<file path="src/rtl/keypad_pkg.sv">
// Shared types and constants for the 4x4 keypad emulator and its encoder.
package keypad_pkg;

    typedef enum logic [1:0] {
        IDLE    = 2'd0,
        PRESS   = 2'd1,
        RELEASE = 2'd2
    } kp_state_e;

    localparam logic [3:0] KEY_0 = 4'h0;
    localparam logic [3:0] KEY_1 = 4'h1;
    localparam logic [3:0] KEY_2 = 4'h2;
    localparam logic [3:0] KEY_3 = 4'h3;
    localparam logic [3:0] KEY_4 = 4'h4;
    localparam logic [3:0] KEY_5 = 4'h5;
    localparam logic [3:0] KEY_6 = 4'h6;
    localparam logic [3:0] KEY_7 = 4'h7;
    localparam logic [3:0] KEY_8 = 4'h8;
    localparam logic [3:0] KEY_9 = 4'h9;
    localparam logic [3:0] KEY_A = 4'hA;
    localparam logic [3:0] KEY_B = 4'hB;
    localparam logic [3:0] KEY_C = 4'hC;
    localparam logic [3:0] KEY_D = 4'hD;
    localparam logic [3:0] KEY_E = 4'hE;
    localparam logic [3:0] KEY_F = 4'hF;

    // Column 0 / row 0 is the MSB of the one-hot vector.
    localparam logic [3:0] COL_0 = 4'b1000;
    localparam logic [3:0] COL_1 = 4'b0100;
    localparam logic [3:0] COL_2 = 4'b0010;
    localparam logic [3:0] COL_3 = 4'b0001;
    localparam logic [3:0] ROW_0 = 4'b1000;
    localparam logic [3:0] ROW_1 = 4'b0100;
    localparam logic [3:0] ROW_2 = 4'b0010;
    localparam logic [3:0] ROW_3 = 4'b0001;
    localparam logic [3:0] LINE_NONE = 4'b0000;

endpackage

</file>
<file path="src/rtl/keypad_key_encoder.sv">
// Maps a 4-bit key code to its one-hot {column, row} position on the keypad.
module keypad_key_encoder
    import keypad_pkg::*;
(
    input  logic [3:0] key_code,
    output logic [3:0] col,
    output logic [3:0] row
);

    // Key map lookup
    always_comb begin
        col = LINE_NONE;
        row = LINE_NONE;
        case (key_code)
            KEY_1: begin col = COL_0; row = ROW_0; end
            KEY_2: begin col = COL_0; row = ROW_1; end
            KEY_3: begin col = COL_0; row = ROW_2; end
            KEY_A: begin col = COL_0; row = ROW_3; end
            KEY_4: begin col = COL_1; row = ROW_0; end
            KEY_5: begin col = COL_1; row = ROW_1; end
            KEY_6: begin col = COL_1; row = ROW_2; end
            KEY_B: begin col = COL_1; row = ROW_3; end
            KEY_7: begin col = COL_2; row = ROW_0; end
            KEY_8: begin col = COL_2; row = ROW_1; end
            KEY_9: begin col = COL_2; row = ROW_2; end
            KEY_C: begin col = COL_2; row = ROW_3; end
            KEY_0: begin col = COL_3; row = ROW_0; end
            KEY_E: begin col = COL_3; row = ROW_1; end
            KEY_F: begin col = COL_3; row = ROW_2; end
            KEY_D: begin col = COL_3; row = ROW_3; end
            default: begin col = LINE_NONE; row = LINE_NONE; end
        endcase
    end

endmodule

</file>
<file path="src/rtl/keypad_emulator.sv">
// Keypad emulator: presses a requested key for PRESS_CYCLES, then forces idle for RELEASE_CYCLES.
// Optional contact chatter model enabled by defining KEYPAD_EMU_BOUNCE_EN.
module keypad_emulator
    import keypad_pkg::*;
#(
    parameter int PRESS_CYCLES   = 16,
    parameter int RELEASE_CYCLES = 8,
    parameter int BOUNCE_CYCLES  = 4
) (
    input  logic       slow_clk,
    input  logic       rst,
    input  logic       key_valid,
    input  logic [3:0] key_code,
    output logic       key_ready,
    input  logic [3:0] col_in,
    output logic [3:0] row_out,
    output logic       press_active,
    output logic       busy,
    output logic       done
);

    localparam int MAX_CYCLES = (PRESS_CYCLES > RELEASE_CYCLES) ? PRESS_CYCLES : RELEASE_CYCLES;
    localparam int CNT_W      = $clog2(MAX_CYCLES) + 1;
    localparam logic [CNT_W-1:0] PRESS_LOAD   = CNT_W'(PRESS_CYCLES - 1);
    localparam logic [CNT_W-1:0] RELEASE_LOAD = CNT_W'(RELEASE_CYCLES - 1);
    localparam logic [CNT_W-1:0] CNT_ZERO     = CNT_W'(0);
    localparam logic [CNT_W-1:0] CNT_ONE      = CNT_W'(1);

    kp_state_e        state_r;
    logic [CNT_W-1:0] cnt_r;
    logic [3:0]       col_r;
    logic [3:0]       row_r;
    logic             done_r;
    logic [3:0]       enc_col_s;
    logic [3:0]       enc_row_s;
    logic             chatter_ok_s;

    keypad_key_encoder u_encoder (
        .key_code (key_code),
        .col      (enc_col_s),
        .row      (enc_row_s)
    );

    // Press/release sequencer with latched key position and done pulse
    always_ff @(posedge slow_clk or negedge rst) begin
        if (!rst) begin
            state_r <= IDLE;
            cnt_r   <= CNT_ZERO;
            col_r   <= LINE_NONE;
            row_r   <= LINE_NONE;
            done_r  <= 1'b0;
        end else begin
            done_r <= 1'b0;
            case (state_r)
                IDLE: begin
                    if (key_valid) begin
                        col_r   <= enc_col_s;
                        row_r   <= enc_row_s;
                        cnt_r   <= PRESS_LOAD;
                        state_r <= PRESS;
                    end else begin
                        state_r <= IDLE;
                    end
                end
                PRESS: begin
                    if (cnt_r == CNT_ZERO) begin
                        cnt_r   <= RELEASE_LOAD;
                        state_r <= RELEASE;
                    end else begin
                        cnt_r <= cnt_r - CNT_ONE;
                    end
                end
                RELEASE: begin
                    if (cnt_r == CNT_ZERO) begin
                        done_r  <= 1'b1;
                        state_r <= IDLE;
                    end else begin
                        cnt_r <= cnt_r - CNT_ONE;
                    end
                end
                default: begin
                    cnt_r   <= CNT_ZERO;
                    state_r <= IDLE;
                end
            endcase
        end
    end

`ifdef KEYPAD_EMU_BOUNCE_EN
    // The counter runs down from PRESS_LOAD, so the top BOUNCE_CYCLES values are the chatter window.
    localparam logic [CNT_W-1:0] BOUNCE_FLOOR = CNT_W'(PRESS_CYCLES - BOUNCE_CYCLES);

    logic [3:0] lfsr_r;
    logic       bounce_s;

    assign bounce_s = (state_r == PRESS) && (cnt_r >= BOUNCE_FLOOR);

    // Chatter LFSR, x^4 + x^3 + 1, advancing only inside the bounce window
    always_ff @(posedge slow_clk or negedge rst) begin
        if (!rst) begin
            lfsr_r <= 4'b1001;
        end else if (bounce_s) begin
            lfsr_r <= {lfsr_r[2:0], lfsr_r[3] ^ lfsr_r[2]};
        end else begin
            lfsr_r <= lfsr_r;
        end
    end

    assign chatter_ok_s = !bounce_s || lfsr_r[0];
`else
    assign chatter_ok_s = 1'b1;
`endif

    assign key_ready    = (state_r == IDLE);
    assign busy         = (state_r != IDLE);
    assign press_active = (state_r == PRESS);
    assign done         = done_r;

    // Same-cycle response so the scanner sees the row within the column it is driving.
    assign row_out = (press_active && (col_in == col_r) && chatter_ok_s) ? row_r : LINE_NONE;

endmodule

</file>
<file path="config.mk">
export PLATFORM = sky130hd
export DESIGN_NAME = keypad_emulator
export DESIGN_NICKNAME = d
export VERILOG_FILES = /design/src/rtl/keypad_pkg.sv /design/src/rtl/keypad_key_encoder.sv /design/src/rtl/keypad_emulator.sv
export SDC_FILE = /design/constraint.sdc
export NUM_CORES = 1
export LEC_CHECK = 0
export CAP_MARGIN = 20
export CORE_MARGIN = 8
export CORE_UTILIZATION = 26
export CTS_BUF_LIST = sky130_fd_sc_hd__clkbuf_8
export DETAILED_ROUTE_END_ITERATION = 8
export GPL_ROUTABILITY_DRIVEN = 0
export HOLD_SLACK_MARGIN = 0.02
export SETUP_SLACK_MARGIN = 0.15
export SLEW_MARGIN = 5
export SYNTH_ARGS = -nofsm -noshare
export SYNTH_HDL_FRONTEND = slang
export SYNTH_HIERARCHICAL = 1
export SYNTH_SLANG_ARGS = --single-unit
</file>
<file path="constraint.sdc">
create_clock -name slow_clk -period 2.1 [get_ports slow_clk]
set_clock_uncertainty 0.15 [all_clocks]
set_input_delay 0.525 -clock slow_clk [delete_from_list [all_inputs] [get_ports slow_clk]]
set_output_delay 0.525 -clock slow_clk [all_outputs]
set_load 0.02 [all_outputs]
</file>
==> summary.txt <==
Finish
  • Antenna diode count: 0
  • Register area: 400.4 µm²
  • Area of the multi-input gates: 684.4 µm²
  • Share of layout cells above drive strength 1: 0.3846
  • Area growth syn-to-layout: 46.62%
  • Fill cell count: 411
  • Nets: 174
  • Finished Layout Cells: 206

Route
  • Post-route DRC: 0
  • Detailed Routing Iterations Pass 1: 4
  • Routed vias/inst: 4.587
  • Via count of the routed design: 945
  • Starting DRT DRC Count: 80
  • WL final: 2693 µm
  • Antenna viol nets, final: 0
  • DR WL/cell: 13.07 µm

Floorplan
  • Initial Util: 0.2711
  • Die area: 6531 µm²
  • DIE WIDTH: 80.82 µm
  • Core area: 4029 µm²
  • Row count: 23
  • Ports: 19
  • Die H: 80.82 µm

Power and ir drop
  • Switch Pwr: 0.6036 mW
  • Power Dens Cells: 1007 nW/µm²
  • Clock network fraction of design power: 0.165
  • Maximum vdd drop: 0.2971 mV
  • Sequential share of power: 0.326
  • Sw Ratio: 0.3744
  • LEAKAGE: 0.7519 nW
  • Internal power: 1.008 mW
  • Logic pwr share: 0.509
  • Tot Pwr: 1.612 mW

Synthesis
  • Synthesized area: 1092 µm²
  • Synth cell types: 42
  • Cell taking the most area after synthesis: dfrtp_1
  • Top_reg_cell synth: dfrtp_1
  • Post-Synthesis Cells: 114
  • Warnings from Yosys: 6
  • Mapped Avg Cell Area: 9.582 µm²
  • Post-synthesis sequential area ratio: 0.3666
  • Top cells by area, synth: dfrtp_1, mux2_1, ha_1
  • EDFF count, synth: 0
  • Synth top area share: 0.3666
  • Synth Register Bits: 16
  • Syn nets: 131
  • Ys async rst share: 1.000

Critical path
  • Reg2Reg Capture Point: cnt_r[1]
  • R2R Setup Slk: 240 ps
  • Startpoint types: flop
  • Worst endpoint required time: 1420 ps
  • Max Fanout on Critical Path: 4
  • Worst Path Class, Setup: reg -> out
  • Origin of the critical flop-to-flop path: cnt_r[0]
  • WP data arrival: 1380 ps
  • Worst r2r path cells: 5
  • Worst Setup End Kind: output pin

Global route
  • Grt total ovfl: 0
  • Largest net degree at the start of global routing: 11
  • Via count of the first global-routing pass: 962
  • Antenna violations before repair: 0
  • First-pass GRT wire length: 4312 µm
  • Total GRT Usage: 0.08019

Placed design
  • Placed Cells: 198
  • DP Wirelength: 2067 µm
  • Port-buffer cells: 18

STA
  • Tmin final: 2053 ps
  • Pins Over Slew Limit: 0
  • Max Freq: 487.0 MHz
  • Setup violation total in the final timing report: 0
  • Worst-Margin Slew: 375.0 ps
  • Final hold violations: 0
  • Fin crit share: 0.9778
  • Slew Limit Headroom: 0.7465
  • RSZ-0062 raised after global routing: yes

CTS
  • Skew-Pair Late Insertion Delay: 250 ps
  • CTS Root Cell: clkbuf_8
  • CTS tree: built
  • Clock transition at path regs: 60 ps
  • TritonCTS Buffers: 3
  • H-tree Lvls: 1
  • CTS Sinks: 16
  • Maximum buffer depth of the clock tree: 2

Hold path
  • Hold path cells: 1
  • Hold Startpoint: row_r[1]
  • Hold Crit Class: reg -> reg
  • WHS Endpoint: row_r[1]

Run
  • Max-cap check violation count: 0

Outcome
  • Status: completed
-- routing by layer --
metal,global-route usage,share of wire,vias up
met5,0,0,-
met4,0.02500,0.011,0
met3,0.008830,0.037,2
met2,0.1419,0.53,16
met1,0.09909,0.42,440
li1,-,-,487
-- kinds of logic (layout without fill, tap and decap cells) --
group,count (synthesis),after routing,share of synthesized area
adder cells (fa/ha/maj),6,6,0.06873
multiplexers,9,9,0.09164
buffers and inverters,20,62,0.08706
flip-flops,16,16,0.3665
AND/OR/NAND/NOR,33,33,0.1810
XOR/XNOR,7,7,0.05613
AO/OA/AOI/OAI,23,23,0.1489
-- how the worst max path moves through the flow --
stage               start          to  slack [ps]  cells past startpoint
2_1_floorplan  state_r[0]  row_out[0]          -8                      5
3_3_place_gp    col_in[2]  row_out[3]        -800                      5
3_5_place_dp    col_in[1]  row_out[3]        -810                      5
4_1_cts          col_r[2]  row_out[3]           2                      4
5_1_grt          col_r[3]  row_out[3]         -40                      4
6_report         col_r[3]  row_out[3]          50                      4
-- power groups by stage --
| stage | combinational (mW) | clock (mW) | sequential, mW |
|---|---|---|---|
| 2_1_floorplan | 0.466 | 0 | 0.492 |
| 3_3_place_gp | 0.693 | 0 | 0.518 |
| 3_5_place_dp | 0.719 | 0 | 0.518 |
| 4_1_cts | 0.756 | 0.277 | 0.523 |
| 5_1_grt | 0.911 | 0.290 | 0.543 |
| 6_report | 0.820 | 0.267 | 0.525 |
-- worst max-delay path, stage by stage, from the launching register on --
cell and delay, ps:
dfrtp_1 420, xnor2_2 210, nand3_4 140, nor3_2 200, buf_4 170
-- placed cells by master, fill, tap and decap left out, types with 3 or more instances in the layout --
cell type        count
a21oi_1              4
ha_1                 3
o21ai_0              3
nor3_1               3
and2_1               3
nor2b_1              3
dfrtp_1             16
inv_2                3
buf_4               29
clkdlybuf4s50_1      4
buf_2                4
nand2_1              3
xnor2_2              4
mux2_1               8
inv_1               11
clkbuf_8             4
nor3_2               4
-- through the flow --
stage | utilization | instance area, µm² | setup TNS [ps] | setup slack, ps | hold slack (ps)
3_3_place_gp | 0.3618 | 1458 | -3673 | -798.6 | 329.9
2_1_floorplan | - | 1092 | -31.11 | -7.778 | 79.41
6_report | 0.3975 | 1602 | 0 | 46.71 | 341.5
3_5_place_dp | 0.3618 | 1458 | -3928 | -805.4 | 333.2
4_1_cts | 0.3823 | 1540 | 0 | 1.673 | 345.9
5_1_grt | 0.3975 | 1602 | -64.48 | -35.13 | 369.8
-- what timing repair did --
| action | CTS | global route |
|---|---|---|
| resized for setup | 63 | 8 |
| hold buffers | 0 | 0 |
| setup endpoints to repair | 15 | 15 |
| setup buffers | 0 | 4 |
| pin swaps | 10 | 3 |
-- cells in the mapped netlist (all sizes together), types with 2 or more instances --
cell and number:
nand2 5, clkbuf 2, dfrtp 16, nor2b 3, nor3b 2, xnor2 5
nor2 2, o21ai 4, o22ai 2, a21oi 4, inv 14, a21o 2
and2 3, and3b 2, mux2 8, ha 6, nand3 2, buf 4
o211ai 2, xor2 2, nor3 7
-- sequential cells by signal, indices dropped and copies added (netlist names) --
signal   cells
done         1
col_r        4
state_r      2
cnt_r        5
row_r        4
-- area by class of cell --
cell class,instances,area share
inverters,14,0.03281
flip-flops and latches,16,0.2500
multi-input cells,78,0.4273
repair buffers,44,0.2164
clock buffers,4,0.03437
well taps,50,0.03906
No activity file was read; power rests on OpenSTA's default activity.
